--- config.mk ---
export PLATFORM = sky130hd
export DESIGN_NAME = rtc_alarm_ctrl_flat
export DESIGN_NICKNAME = d
export VERILOG_FILES = /design/src/rtl/rtc_alarm_ctrl_pkg.sv /design/src/rtl/rtc_alarm_ctrl_if.sv /design/src/rtl/rtc_alarm_ctrl_sec_timer.sv /design/src/rtl/rtc_alarm_ctrl.sv /design/src/flat_wrapper.sv
export SDC_FILE = /design/constraint.sdc
export NUM_CORES = 1
export LEC_CHECK = 0
export ABC_AREA = 1
export CAP_MARGIN = 20
export CORE_ASPECT_RATIO = 1.1
export CORE_MARGIN = 1.5
export CORE_UTILIZATION = 44
export DETAILED_ROUTE_END_ITERATION = 10
export HOLD_SLACK_MARGIN = 0.02
export PLACE_DENSITY = 0.88
export SLEW_MARGIN = 0
export SYNTH_ARGS = -nofsm -noshare
export SYNTH_HDL_FRONTEND = slang
export SYNTH_HIERARCHICAL = 1
export SYNTH_SLANG_ARGS = --single-unit
--- constraint.sdc ---
create_clock -name clk -period 3.9 [get_ports clk]
set_input_delay 0.78 -clock clk [delete_from_list [all_inputs] [get_ports clk]]
set_output_delay 0.78 -clock clk [all_outputs]
set_load 0.05 [all_outputs]
--- src/rtl/rtc_alarm_ctrl_pkg.sv ---
// Shared types, BCD limits and helpers for the RTC daily alarm controller.
`default_nettype none

package rtc_alarm_ctrl_pkg;

  typedef enum logic [1:0] {
    ST_IDLE    = 2'd0,
    ST_ARMED   = 2'd1,
    ST_RINGING = 2'd2,
    ST_SNOOZE  = 2'd3
  } state_t;

  localparam logic [3:0] HR_TENS_MAX      = 4'd2;
  localparam logic [3:0] HR_UNITS_MAX_20S = 4'd3;
  localparam logic [3:0] MIN_TENS_MAX     = 4'd5;
  localparam logic [3:0] BCD_DIGIT_MAX    = 4'd9;

  function automatic int max_int(input int a, input int b);
    return (a > b) ? a : b;
  endfunction

  function automatic logic bcd_time_valid(input logic [3:0] hm, input logic [3:0] hl,
                                          input logic [3:0] mm, input logic [3:0] ml);
    return (hm <= HR_TENS_MAX) && (hl <= BCD_DIGIT_MAX) &&
           ((hm != HR_TENS_MAX) || (hl <= HR_UNITS_MAX_20S)) &&
           (mm <= MIN_TENS_MAX) && (ml <= BCD_DIGIT_MAX);
  endfunction

endpackage

`default_nettype wire

--- src/rtl/rtc_alarm_ctrl_if.sv ---
// Bus bundle between the RTC counters / user controls and the alarm controller.
`default_nettype none

interface rtc_alarm_ctrl_if;
  logic [3:0] HR_M, HR_L, MIN_M, MIN_L, SEC_M, SEC_L;
  logic       set_en;
  logic [3:0] set_hr_m, set_hr_l, set_min_m, set_min_l;
  logic       arm, disarm, stop, snooze;
  logic       alarm_out, armed, snoozing, set_err;
  logic [1:0] snooze_cnt;
  logic [3:0] ALM_HR_M, ALM_HR_L, ALM_MIN_M, ALM_MIN_L;

  modport slave (
    input  HR_M, HR_L, MIN_M, MIN_L, SEC_M, SEC_L,
    input  set_en, set_hr_m, set_hr_l, set_min_m, set_min_l,
    input  arm, disarm, stop, snooze,
    output alarm_out, armed, snoozing, snooze_cnt, set_err,
    output ALM_HR_M, ALM_HR_L, ALM_MIN_M, ALM_MIN_L
  );

  modport master (
    output HR_M, HR_L, MIN_M, MIN_L, SEC_M, SEC_L,
    output set_en, set_hr_m, set_hr_l, set_min_m, set_min_l,
    output arm, disarm, stop, snooze,
    input  alarm_out, armed, snoozing, snooze_cnt, set_err,
    input  ALM_HR_M, ALM_HR_L, ALM_MIN_M, ALM_MIN_L
  );
endinterface

`default_nettype wire

--- src/rtl/rtc_alarm_ctrl_sec_timer.sv ---
// Loadable, saturating down-counter shared by ring timeout and snooze countdown.
`default_nettype none

module rtc_sec_timer #(
  parameter int WIDTH = 9
) (
  input  wire logic             clk,
  input  wire logic             reset,
  input  wire logic             i_load,
  input  wire logic [WIDTH-1:0] i_value,
  input  wire logic             i_dec,
  output logic      [WIDTH-1:0] o_value,
  output logic                  o_zero
);

  logic [WIDTH-1:0] r_value;

  always_ff @(posedge clk) begin
    if (reset) begin
      r_value <= '0;
    end else if (i_load) begin
      r_value <= i_value;
    end else if (i_dec && (r_value != '0)) begin
      r_value <= r_value - 1'b1;
    end
  end

  assign o_value = r_value;
  assign o_zero  = (r_value == '0);

endmodule

`default_nettype wire

--- src/rtl/rtc_alarm_ctrl.sv ---
// Daily alarm controller: BCD set validation, time comparator and arm/ring/snooze FSM.
`default_nettype none

module rtc_alarm_ctrl
  import rtc_alarm_ctrl_pkg::*;
#(
  parameter int SNOOZE_MIN   = 5,
  parameter int RING_TIMEOUT = 60,
  parameter int MAX_SNOOZES  = 3
) (
  input  wire logic        clk,
  input  wire logic        reset,
  rtc_alarm_ctrl_if.slave  bus
);

  localparam int c_TIMER_W = $clog2(max_int(SNOOZE_MIN * 60, RING_TIMEOUT));
  localparam logic [c_TIMER_W-1:0] c_RING_LOAD   = c_TIMER_W'(RING_TIMEOUT - 1);
  localparam logic [c_TIMER_W-1:0] c_SNOOZE_LOAD = c_TIMER_W'(SNOOZE_MIN * 60 - 1);

  state_t               r_state, w_next_state;
  logic [1:0]           r_snooze_cnt, w_snooze_cnt_next;
  logic                 r_set_err;
  logic [15:0]          r_alm;
  logic                 w_tmr_load, w_tmr_dec, w_tmr_zero;
  logic [c_TIMER_W-1:0] w_tmr_load_val, w_tmr_value;
  logic                 w_match, w_set_valid, w_snooze_ok;

  assign w_match = ({bus.HR_M, bus.HR_L, bus.MIN_M, bus.MIN_L} == r_alm) &&
                   (bus.SEC_M == 4'd0) && (bus.SEC_L == 4'd0);
  assign w_set_valid = bcd_time_valid(bus.set_hr_m, bus.set_hr_l, bus.set_min_m, bus.set_min_l);
  assign w_snooze_ok = int'(r_snooze_cnt) < MAX_SNOOZES;

  rtc_sec_timer #(.WIDTH(c_TIMER_W)) u_timer (
    .clk     (clk),
    .reset   (reset),
    .i_load  (w_tmr_load),
    .i_value (w_tmr_load_val),
    .i_dec   (w_tmr_dec),
    .o_value (w_tmr_value),
    .o_zero  (w_tmr_zero)
  );

  always_ff @(posedge clk) begin
    if (reset) r_state <= ST_IDLE;
    else       r_state <= w_next_state;
  end

  always_comb begin
    w_next_state      = r_state;
    w_snooze_cnt_next = r_snooze_cnt;
    w_tmr_load        = 1'b0;
    w_tmr_load_val    = '0;
    w_tmr_dec         = 1'b0;
    if (bus.disarm) begin
      w_next_state      = ST_IDLE;
      w_snooze_cnt_next = 2'd0;
      w_tmr_load        = 1'b1;
    end else begin
      case (r_state)
        ST_IDLE: begin
          w_snooze_cnt_next = 2'd0;
          if (bus.arm) w_next_state = ST_ARMED;
        end
        ST_ARMED: begin
          if (w_match) begin
            w_next_state      = ST_RINGING;
            w_snooze_cnt_next = 2'd0;
            w_tmr_load        = 1'b1;
            w_tmr_load_val    = c_RING_LOAD;
          end
        end
        ST_RINGING: begin
          if (bus.stop) begin
            w_next_state      = ST_ARMED;
            w_snooze_cnt_next = 2'd0;
          end else if (bus.snooze && w_snooze_ok) begin
            w_next_state      = ST_SNOOZE;
            w_snooze_cnt_next = r_snooze_cnt + 2'd1;
            w_tmr_load        = 1'b1;
            w_tmr_load_val    = c_SNOOZE_LOAD;
          end else if (w_tmr_zero) begin
            w_next_state      = ST_ARMED;
            w_snooze_cnt_next = 2'd0;
          end else begin
            w_tmr_dec = 1'b1;
          end
        end
        ST_SNOOZE: begin
          if (bus.stop) begin
            w_next_state      = ST_ARMED;
            w_snooze_cnt_next = 2'd0;
          end else if (w_tmr_zero) begin
            w_next_state   = ST_RINGING;
            w_tmr_load     = 1'b1;
            w_tmr_load_val = c_RING_LOAD;
          end else begin
            w_tmr_dec = 1'b1;
          end
        end
        default: w_next_state = ST_IDLE;
      endcase
    end
  end

  // set_en is judged against the current state, so a set in the same clock as arm still loads.
  always_ff @(posedge clk) begin
    if (reset) begin
      r_snooze_cnt <= 2'd0;
      r_set_err    <= 1'b0;
      r_alm        <= 16'h0000;
    end else begin
      r_snooze_cnt <= w_snooze_cnt_next;
      r_set_err    <= bus.set_en && ((r_state != ST_IDLE) || !w_set_valid);
      if (bus.set_en && (r_state == ST_IDLE) && w_set_valid)
        r_alm <= {bus.set_hr_m, bus.set_hr_l, bus.set_min_m, bus.set_min_l};
    end
  end

  assign bus.alarm_out  = (r_state == ST_RINGING);
  assign bus.armed      = (r_state != ST_IDLE);
  assign bus.snoozing   = (r_state == ST_SNOOZE);
  assign bus.snooze_cnt = r_snooze_cnt;
  assign bus.set_err    = r_set_err;
  assign {bus.ALM_HR_M, bus.ALM_HR_L, bus.ALM_MIN_M, bus.ALM_MIN_L} = r_alm;

endmodule

`default_nettype wire

--- src/flat_wrapper.sv ---
// flat-port wrapper written by rule: the top's interface ports become plain ports
module rtc_alarm_ctrl_flat import rtc_alarm_ctrl_pkg::*;
#(
  parameter int SNOOZE_MIN   = 5,
  parameter int RING_TIMEOUT = 60,
  parameter int MAX_SNOOZES  = 3
)
  (clk, reset, bus_HR_M, bus_HR_L, bus_MIN_M, bus_MIN_L, bus_SEC_M, bus_SEC_L, bus_set_en, bus_set_hr_m, bus_set_hr_l, bus_set_min_m, bus_set_min_l, bus_arm, bus_disarm, bus_stop, bus_snooze, bus_alarm_out, bus_armed, bus_snoozing, bus_snooze_cnt, bus_set_err, bus_ALM_HR_M, bus_ALM_HR_L, bus_ALM_MIN_M, bus_ALM_MIN_L);
  rtc_alarm_ctrl_if bus_i ();
  input  wire logic clk;
  input  wire logic reset;
  input wire logic [$bits(bus_i.HR_M)-1:0] bus_HR_M;
  input wire logic [$bits(bus_i.HR_L)-1:0] bus_HR_L;
  input wire logic [$bits(bus_i.MIN_M)-1:0] bus_MIN_M;
  input wire logic [$bits(bus_i.MIN_L)-1:0] bus_MIN_L;
  input wire logic [$bits(bus_i.SEC_M)-1:0] bus_SEC_M;
  input wire logic [$bits(bus_i.SEC_L)-1:0] bus_SEC_L;
  input wire logic [$bits(bus_i.set_en)-1:0] bus_set_en;
  input wire logic [$bits(bus_i.set_hr_m)-1:0] bus_set_hr_m;
  input wire logic [$bits(bus_i.set_hr_l)-1:0] bus_set_hr_l;
  input wire logic [$bits(bus_i.set_min_m)-1:0] bus_set_min_m;
  input wire logic [$bits(bus_i.set_min_l)-1:0] bus_set_min_l;
  input wire logic [$bits(bus_i.arm)-1:0] bus_arm;
  input wire logic [$bits(bus_i.disarm)-1:0] bus_disarm;
  input wire logic [$bits(bus_i.stop)-1:0] bus_stop;
  input wire logic [$bits(bus_i.snooze)-1:0] bus_snooze;
  output wire logic [$bits(bus_i.alarm_out)-1:0] bus_alarm_out;
  output wire logic [$bits(bus_i.armed)-1:0] bus_armed;
  output wire logic [$bits(bus_i.snoozing)-1:0] bus_snoozing;
  output wire logic [$bits(bus_i.snooze_cnt)-1:0] bus_snooze_cnt;
  output wire logic [$bits(bus_i.set_err)-1:0] bus_set_err;
  output wire logic [$bits(bus_i.ALM_HR_M)-1:0] bus_ALM_HR_M;
  output wire logic [$bits(bus_i.ALM_HR_L)-1:0] bus_ALM_HR_L;
  output wire logic [$bits(bus_i.ALM_MIN_M)-1:0] bus_ALM_MIN_M;
  output wire logic [$bits(bus_i.ALM_MIN_L)-1:0] bus_ALM_MIN_L;
  assign bus_i.HR_M = bus_HR_M;
  assign bus_i.HR_L = bus_HR_L;
  assign bus_i.MIN_M = bus_MIN_M;
  assign bus_i.MIN_L = bus_MIN_L;
  assign bus_i.SEC_M = bus_SEC_M;
  assign bus_i.SEC_L = bus_SEC_L;
  assign bus_i.set_en = bus_set_en;
  assign bus_i.set_hr_m = bus_set_hr_m;
  assign bus_i.set_hr_l = bus_set_hr_l;
  assign bus_i.set_min_m = bus_set_min_m;
  assign bus_i.set_min_l = bus_set_min_l;
  assign bus_i.arm = bus_arm;
  assign bus_i.disarm = bus_disarm;
  assign bus_i.stop = bus_stop;
  assign bus_i.snooze = bus_snooze;
  assign bus_alarm_out = bus_i.alarm_out;
  assign bus_armed = bus_i.armed;
  assign bus_snoozing = bus_i.snoozing;
  assign bus_snooze_cnt = bus_i.snooze_cnt;
  assign bus_set_err = bus_i.set_err;
  assign bus_ALM_HR_M = bus_i.ALM_HR_M;
  assign bus_ALM_HR_L = bus_i.ALM_HR_L;
  assign bus_ALM_MIN_M = bus_i.ALM_MIN_M;
  assign bus_ALM_MIN_L = bus_i.ALM_MIN_L;
  rtc_alarm_ctrl #(.SNOOZE_MIN(SNOOZE_MIN), .RING_TIMEOUT(RING_TIMEOUT), .MAX_SNOOZES(MAX_SNOOZES)) u_core (.clk(clk), .reset(reset), .bus(bus_i));
endmodule
==> results of run 1 <==
==> flip-flops by register name, indices dropped and copies added (netlist names) <==
register,flops
u_core/bus.snooze_cnt,2
u_core/r_state,2
u_core/bus.set_err,1
u_core/r_alm,16
u_core/u_timer/o_value,9
==> stage by stage <==
| step | util, % | setup WS (ps) | std cells |
|---|---|---|---|
| 2_1_floorplan | - | 1560 | 310 |
| 3_3_place_gp | 64.4 | 805 | 425 |
| 3_5_place_dp | 64.4 | 663 | 425 |
| 4_1_cts | 66.6 | 961 | 433 |
| 5_1_grt | 66.6 | 627 | 433 |
| 6_report | 66.6 | 951 | 433 |
==> final cells by class <==
cell class | instances | area, sq um | share of cell area [%]
repair buffers | 68 | 681 | 25.2
inverters | 46 | 178 | 6.58
well taps | 52 | 65.1 | 2.41
clock inverters | 1 | 5.00 | 0.185
clock buffers | 7 | 86.3 | 3.20
multi-input cells | 229 | 1080 | 40.2
flip-flops and latches | 30 | 601 | 22.2
==> cell usage in the layout, fill, tap and decap left out, types with 2 or more instances in the layout <==
cell type,count
nand2_2,2
clkbuf_8,6
a21oi_1,12
nand3_1,14
ha_1,2
o21ai_0,17
inv_1,42
xnor2_1,6
nand2_1,73
dfxtp_1,30
nand4_1,2
nand2_4,3
nor2_2,2
nor3_1,21
clkdlybuf4s50_1,68
inv_2,2
o21ai_1,7
conb_1,3
nor2_1,58
==> metal layers <==
metal / vias to the layer above / global-route usage [%] / part of all wire [%]
met1: 912 / 25.4 / 42
met5: - / 0 / 0
met4: 0 / 9.72 / 1.9
li1: 1107 / - / -
met2: 71 / 39.5 / 51
met3: 10 / 3.92 / 5.4
==> critical path, stage by stage <==
cell and delay [ps]:
clkdlybuf4s50_1 480, inv_1 50, nand2_1 50, nand2_1 40
nor2_1 130, nand2_1 70, nor2_1 140, nand3_1 90
nand2_1 160, nand3_1 120, nand2_1 220, clkinv_1 310
nand2_4 230, clkinv_4 90, nand2_1 60, a21oi_1 60
==> how the worst min path moves through the flow <==
stage	to	cells past startpoint	slack (ps)
after floorplan	u_core/u_timer/o_value[8]	2	440
after global placement	u_core/u_timer/o_value[8]	2	460
final	u_core/u_timer/o_value[8]	2	470
after global routing	u_core/u_timer/o_value[8]	2	500
after CTS	u_core/u_timer/o_value[8]	2	480
after detailed placement	u_core/u_timer/o_value[8]	2	470
==> cells by family (layout without fill, tap and decap cells) <==
| kind of cell | Yosys count | in the layout | share of synthesized area (%) |
|---|---|---|---|
| simple gates | 179 | 179 | 41.9 |
| fa+ha+maj | 2 | 2 | 1.32 |
| buf+inv | 51 | 122 | 11.3 |
| compound gates | 38 | 38 | 10.3 |
| flops | 30 | 30 | 31.7 |
| xor+xnor | 7 | 7 | 3.24 |
| other cells | 1 | 3 | 0.198 |
==> power by group <==
group	leakage, nW	internal (mW)	switching [mW]	total, mW
sequential	0.244	0.317	0.0110	0.328
clock	0.0482	0.142	0.115	0.257
combinational	0.911	0.0828	0.0900	0.173
total	1.20	0.542	0.216	0.757
==> metrics.txt, run 1 <==
status completed; Synth top area share 31.7%; worst r2r path cells 15; Tcrit/Tclk final 75.6%; initial antenna violation count 0; Max-Cap Viols 0; DRT iter0 DRCs 96; Root Driver clkbuf_8; commonest register cell after synthesis dfxtp_1; GPL Wtd Cong 0.877; Hold WC Path Type reg -> reg; I/O Buffers 68; R2R Setup Slk 1310 ps; EDFF count, synth 0; first-pass GRT wire length 8220 um; crit path capture u_core/u_timer/o_value[5]; most numerous cell in the Yosys netlist nand2_1; Residual DRC 0; Clock Latency Late Sink 280 ps; Design Power 0.757 mW; sequential element share of the synthesized area 31.7%; row count 24; Area Overhead vs Synth 42.7%; Layout Skew 3.14 ps; drt pass-1 iters 4; cell taking the most area after synthesis dfxtp_1; die footprint 4700 sq um; f_max 0.339 GHz; Hold WS 474 ps; largest net degree at the start of global routing 17; Peak VDD IR 0.137 mV; fraction of layout cells with a size suffix above 1 5.51%; critical path arrival 3100 ps; Power Density 281 nW/um^2; slew margin rel. 65.0%; Pins Over Slew Limit 0; hpwl dp 3800 um; RSZ-0062 raised after global routing false; total track usage 22.0%; Layout fillers 359; required time of the critical path 4050 ps; syn_area_per_cell 6.14 sq um; min-delay src u_core/u_timer/o_value[8]; Post-CTS Setup Repair Bufs 0; clock tree from TritonCTS yes; reg2reg start u_core/u_timer/o_value[0]; grt ovf 0; NumNets Final 429; Area contributors post-synth dfxtp_1, nand2_1, nor2_1; setup TNS 0 ps; asr flop ratio synth 0%; H-Tree Level Count 2; minimum clock period 2950 ps; Initial Util 46.7%; endpoints failing hold 0; routed len/inst 11.0 um; synth cell count leaders nand2_1, nor2_1, inv_1; Die Ht 71.8 um; Post-Syn Area 1890 sq um; Total Wirelength 4780 um; type of element launching the critical path input port; Slew @ Worst Pin 524 ps; Post-Syn Instances 308; final instance area 2700 sq um; critical path peak fanout 10; buffer depth of the longest clock path 2; vias in the first global route 1,934; Ys Warns 6; Antenna diodes 0; r2r endpoint u_core/u_timer/o_value[5]; Reg clk slew, reported paths 60 ps; hold buffers post-CTS 0; I/O pin cnt 69; # setup viols final 0; die width 65.5 um; kind of critical path in -> reg; Core ar. 4050 sq um; Synth cell types 29; crit end category flop; number of buffers created by CTS 5; Routed Antenna Nets 0; crit path from bus_HR_M[0]; LEAKAGE 1.20 nW; drt via density 4.85; Sink Count 30; DP Area 2610 sq um; PostCTS Resize Cnt 0; number of synthesized register bits 30; routed via count 2,100
(Power assumes the default switching activity.)
==> run 2: changes to the inputs <==
Settings changed: CORE_UTILIZATION 44 to 40, PLACE_DENSITY 0.88 to 0.85.
Clock period 3.9 ns to 2.7 ns, I/O delays scaled along.
==> run 2 against run 1 <==
  * Flip-flop and latch count is the same
  * Clock-buffer cell count shrank 1
  * Die area grew 9.6%
  * Non-clock buffer count grew 3
  * Cell area grew 1.3%
  * Largest power group unchanged
  * Highest routed layer unchanged
==> metrics.txt, run 2 (synthesis gave the netlist of run 1 again) <==
crit end category flop; slew margin rel. 65.8% (+0.81 points); vias in the first global route 1,884 (-2.6%); Crit path largest cell delay 480 ps (about the same); Die Ht 75.1 um (+4.7%); LEAKAGE 1.22 nW (+1.0%); first-pass GRT wire length 7670 um (-6.8%); CP max stage cell clkdlybuf4s50_1; Root Driver clkbuf_8; initial antenna violation count 0 (unchanged); crit path from bus_HR_M[0]; routed via count 2,091 (-0.43%); Pins Over Slew Limit 0 (unchanged); grt ovf 0 (unchanged); # setup viols final 0 (unchanged); fraction of layout cells with a size suffix above 1 6.77% (+1.3 points); f_max 0.406 GHz; required time of the critical path 2840 ps (-1210 ps); buffer depth of the longest clock path 2 (unchanged); GPL Wtd Cong 0.881 (+0.51%); largest net degree at the start of global routing 17 (unchanged); crit-path cells clkdlybuf4s50_1 -> inv_1 -> nand2_1 -> nand2_1 -> nor2_1 -> nand2_1 -> nor2_1 -> nand3_1 -> nand2_1 -> nand3_1 -> nand2_1 -> clkinvlp_4 -> nand2_4 -> clkinv_4 -> nand2_1 -> a21oi_1; most common cell after layout, fill and taps aside nand2_1; Worst path most repeated cell nand2_1; status completed; routed len/inst 10.8 um (-1.7%); Clock Latency Late Sink 280 ps (about the same); Reg clk slew, reported paths 60 ps (about the same); type of element launching the critical path input port; reg2reg start u_core/u_timer/o_value[0]; critical path arrival 2610 ps (-490 ps); drt pass-1 iters 4 (unchanged); die width 68.6 um (+4.7%); Antenna diodes 0 (unchanged); Sink Count 30 (unchanged); Area Overhead vs Synth 44.6%; I/O Buffers 68 (unchanged); die footprint 5150 sq um (+9.6%); Max-Cap Viols 0 (unchanged); Tcrit/Tclk final 91.3%; Layout Skew 4.81 ps (+1.67 ps); Residual DRC 0 (unchanged); H-Tree Level Count 2 (unchanged); minimum clock period 2470 ps; number of buffers created by CTS 5 (unchanged); min-delay src u_core/u_timer/o_value[8]; RSZ-0062 raised after global routing false; Total Wirelength 4770 um (about the same); row count 26 (+8.3%); endpoints failing hold 0 (unchanged); Hold WC Path Type reg -> reg; critical path peak fanout 10 (unchanged); kind of critical path in -> reg; DRT iter0 DRCs 109 (+14%); hpwl dp 3690 um (-2.9%); Most flops, register u_core/r_alm; total track usage 19.5% (-2.5 points); Hold WS 471 ps (-3.07 ps); Slew @ Worst Pin 512 ps (-12.1 ps); Initial Util 41.2% (-5.4 points); commonest cells after routing, fill and taps aside nand2_1, clkdlybuf4s50_1, nor2_1; NumNets Final 432 (+0.70%); final worst slack 234 ps (-716 ps); dpl ws -20.8 ps (-684 ps); max reg flops 16 (unchanged); I/O pin cnt 69 (unchanged); Power Density 401 nW/um^2 (+43%); Post-CTS Setup Repair Bufs 0 (unchanged); Peak VDD IR 0.220 mV (+61%); clock tree from TritonCTS yes; drt via density 4.75 (-2.0%); Core ar. 4590 sq um (+13%); Routed Antenna Nets 0 (unchanged)
run 2: critical path: cells and delay by family:
family / cells / cell delay (ps)
AND/OR/NAND/NOR: 11 / 1150
buffers and inverters: 4 / 820
AO/OA/AOI/OAI: 1 / 90
run 2: final timing paths:
kind	to	slack (ps)	depth (start not counted)
hold reg to reg	u_core/u_timer/o_value[8]	470	2
setup / recovery	u_core/u_timer/o_value[5]	230	16
setup reg to reg	u_core/u_timer/o_value[5]	310	15
hold / removal	u_core/u_timer/o_value[8]	470	2
run 2: routing by layer:
| metal | wire length (um) | track usage, % |
|---|---|---|
| met1 | 2110 | 22.6 |
| met2 | 2340 | 34.8 |
| met3 | 267 | 2.99 |
| met4 | 56 | 8.67 |
| met5 | 0 | 0 |
run 2: metrics by stage:
stage	utilization (%)	instances	TNS [ps]	area [sq um]	power, mW
6_report	59.6	440	0	2740	1.10
5_1_grt	59.6	440	0	2740	1.15
4_1_cts	59.5	440	0	2730	1.10
3_5_place_dp	57.5	432	-102	2640	0.731
3_3_place_gp	57.5	432	0	2640	0.728
2_1_floorplan	-	310	0	1900	0.623
run 2: area by class of cell:
class / instances / area (sq um)
multi-input cells: 229 / 1080
repair buffers: 71 / 703
clock inverters: 2 / 12.5
flip-flops and latches: 30 / 601
clock buffers: 6 / 82.6
well taps: 56 / 70.1
inverters: 46 / 181
fillers: 427 / 1850
run 2: timing repair:
action                                  in CTS  in global routing
hold buffers                                 0                  0
endpoints found under the setup margin       0                  5
resized for setup                            0                  1
hold endpoints to repair                     0                  0
run 2: where the power goes:
part / total [mW] / switching [mW] / leakage (nW) / internal, mW
combinational: 0.252 / 0.130 / 0.924 / 0.122
sequential: 0.474 / 0.0160 / 0.244 / 0.458
clock: 0.372 / 0.167 / 0.0472 / 0.204
==> run 3: changes to the inputs <==
Settings changed: MAX_ROUTING_LAYER set to met4.
==> run 3 against run 2 <==
  * Clock power shrank 8.6%
  * Maximum frequency is 3.8% higher
  * Wire length grew 6.3%
  * Core utilization decreased by 0.19 points
  * Sequential share of layout area up 0.071 points
  * Power down 2.6%
  * Worst setup slack better by 90 ps
  * Cell area down 0.32%
  * Flip-flop and latch count unchanged
  * Clock-buffer cell count fell by 1
  * Worst hold slack lost 0.83 ps
  * First-iteration DRC count up 34%
  * Critical endpoint is now u_core/u_timer/o_value[1]
  * Largest cell class unchanged
==> metrics.txt, run 3 (synthesis gave the netlist of run 1 again) <==
status completed; row count 26 (unchanged); area occupied by multi-input gates 1080 sq um (unchanged); critical path arrival 2550 ps (-60 ps); # setup viols final 0 (unchanged); Residual DRC 0 (unchanged); drt pass-1 iters 4 (unchanged); Initial Util 41.2% (unchanged); Total Wirelength 5070 um (+6.3%); critical path peak fanout 10 (unchanged); die footprint 5150 sq um (unchanged); Hold WS 471 ps (-0.831 ps); buffer depth of the longest clock path 2 (unchanged); LEAKAGE 1.22 nW (about the same); die width 68.6 um (unchanged); final instance area 2730 sq um (-0.32%); crit-path cells clkdlybuf4s50_1 -> inv_1 -> nand2_1 -> nand2_1 -> nor2_1 -> nand2_1 -> nor2_1 -> nand3_1 -> nand2_1 -> nand3_1 -> nand2_1 -> clkinvlp_4 -> nand2_4 -> clkinv_4 -> nor2_1 -> nor2_1; reg2reg start u_core/u_timer/o_value[0]; RSZ-0062 raised after global routing false; min-delay src u_core/u_timer/o_value[8]; Antenna diodes 0 (unchanged); H-Tree Level Count 2 (unchanged); total track usage 21.4% (+2.0 points); I/O Buffers 68 (unchanged); grt ovf 0 (unchanged); Area Overhead vs Synth 44.1%; Worst path top cell family by delay simple AND/OR/NAND/NOR gates; Root Driver clkbuf_8; endpoints failing hold 0 (unchanged); commonest cells after routing, fill and taps aside nand2_1, clkdlybuf4s50_1, nor2_1; Crit path largest cell delay 480 ps (about the same); Max-Cap Viols 0 (unchanged); drt via density 4.86 (+2.3%); initial antenna violation count 0 (unchanged); Peak VDD IR 0.216 mV (-1.8%); Power Density 392 nW/um^2 (-2.3%); Layout fillers 435 (+1.9%); DRT iter0 DRCs 146 (+34%); crit path from bus_HR_M[0]; number of buffers created by CTS 5 (unchanged); Hold WC Path Type reg -> reg; kind of critical path in -> reg; fraction of layout cells with a size suffix above 1 6.77% (unchanged); register area 601 sq um (unchanged); Die Ht 75.1 um (unchanged); f_max 0.421 GHz (+3.8%); Clock Latency Late Sink 280 ps (about the same); slew margin rel. 63.8% (-1.9 points); hpwl dp 3920 um (+6.2%); WP buf/inv 4 (unchanged); type of element launching the critical path input port; Core ar. 4590 sq um (unchanged); Tcrit/Tclk final 88.0% (-3.3 points); Worst path most repeated cell nand2_1; first-pass GRT wire length 8230 um (+7.4%); clock tree from TritonCTS yes; I/O pin cnt 69 (unchanged); crit end category flop; CP max stage cell clkdlybuf4s50_1; GPL Wtd Cong 0.901 (+2.3%); routed via count 2,140 (+2.3%); hold buffers post-CTS 0 (unchanged); NumNets Final 433 (+0.23%); required time of the critical path 2870 ps (+30 ps); Layout Skew 5.79 ps (+0.985 ps); Sink Count 30 (unchanged); minimum clock period 2380 ps (-90.2 ps); largest net degree at the start of global routing 17 (unchanged); max reg flops 16 (unchanged); DP Area 2640 sq um (+0.28%); routed len/inst 11.5 um (+6.3%); vias in the first global route 1,960 (+4.0%); Pins Over Slew Limit 0 (unchanged); Most flops, register u_core/r_alm; Reg clk slew, reported paths 60 ps (about the same); Routed Antenna Nets 0 (unchanged); most common cell after layout, fill and taps aside nand2_1; Slew @ Worst Pin 541 ps (+28.8 ps)
## run 3: repair_timing
item                                    CTS  global route
endpoints found under the setup margin    0             1
setup buffers                             0             0
gates resized for setup                   0             1
## run 3: cell type report
type | instances | area share [%]
Clock buffer | 5 | 2.52
Timing Repair Buffer | 72 | 26.1
Tap cell | 56 | 2.57
Multi-Input combinational cell | 229 | 39.8
Sequential cell | 30 | 22.0
Inverter | 46 | 6.65
Clock inverter | 2 | 0.367
## run 3: power by group
part	switching [mW]	total, mW	internal, mW
registers	0.0162	0.474	0.458
clock network	0.167	0.340	0.172
logic	0.133	0.256	0.123
## run 3: layer usage
metal	global-route usage (%)	routed length (um)	vias up
li1	-	-	1113
met1	24.7	2090	941
met2	36.3	2510	75
met3	3.89	365	11
met4	8.67	113	0
met5	-	0	-
## run 3: worst paths after layout
| check | to | slack, ps | depth (start not counted) |
|---|---|---|---|
| min | u_core/u_timer/o_value[8] | 470 | 2 |
| max reg2reg | u_core/u_timer/o_value[1] | 380 | 15 |
| max | u_core/u_timer/o_value[1] | 320 | 16 |
| min reg2reg | u_core/u_timer/o_value[8] | 470 | 2 |
## run 3: through the flow
| stage | std cells | power (mW) | setup TNS [ps] | setup WS (ps) | utilization [%] |
|---|---|---|---|---|---|
| 2_1_floorplan | 310 | 0.623 | 0 | 435 | - |
| 3_3_place_gp | 433 | 0.729 | 0 | 90.8 | 57.6 |
| 3_5_place_dp | 433 | 0.735 | -18.2 | -16.2 | 57.6 |
| 4_1_cts | 440 | 1.07 | 0 | 276 | 59.4 |
| 5_1_grt | 440 | 1.12 | 0 | 88.4 | 59.4 |
| 6_report | 440 | 1.07 | 0 | 325 | 59.4 |
## run 3: worst reg2reg max path: cells and delay by family, from the launching register on
kind                       cells  cell delay, ps
adders and majority gates      1             240
buffers and inverters          4             450
AOI/OAI and AO/OA              1              60
and+or+nand+nor                9            1130
DFF                            1             340
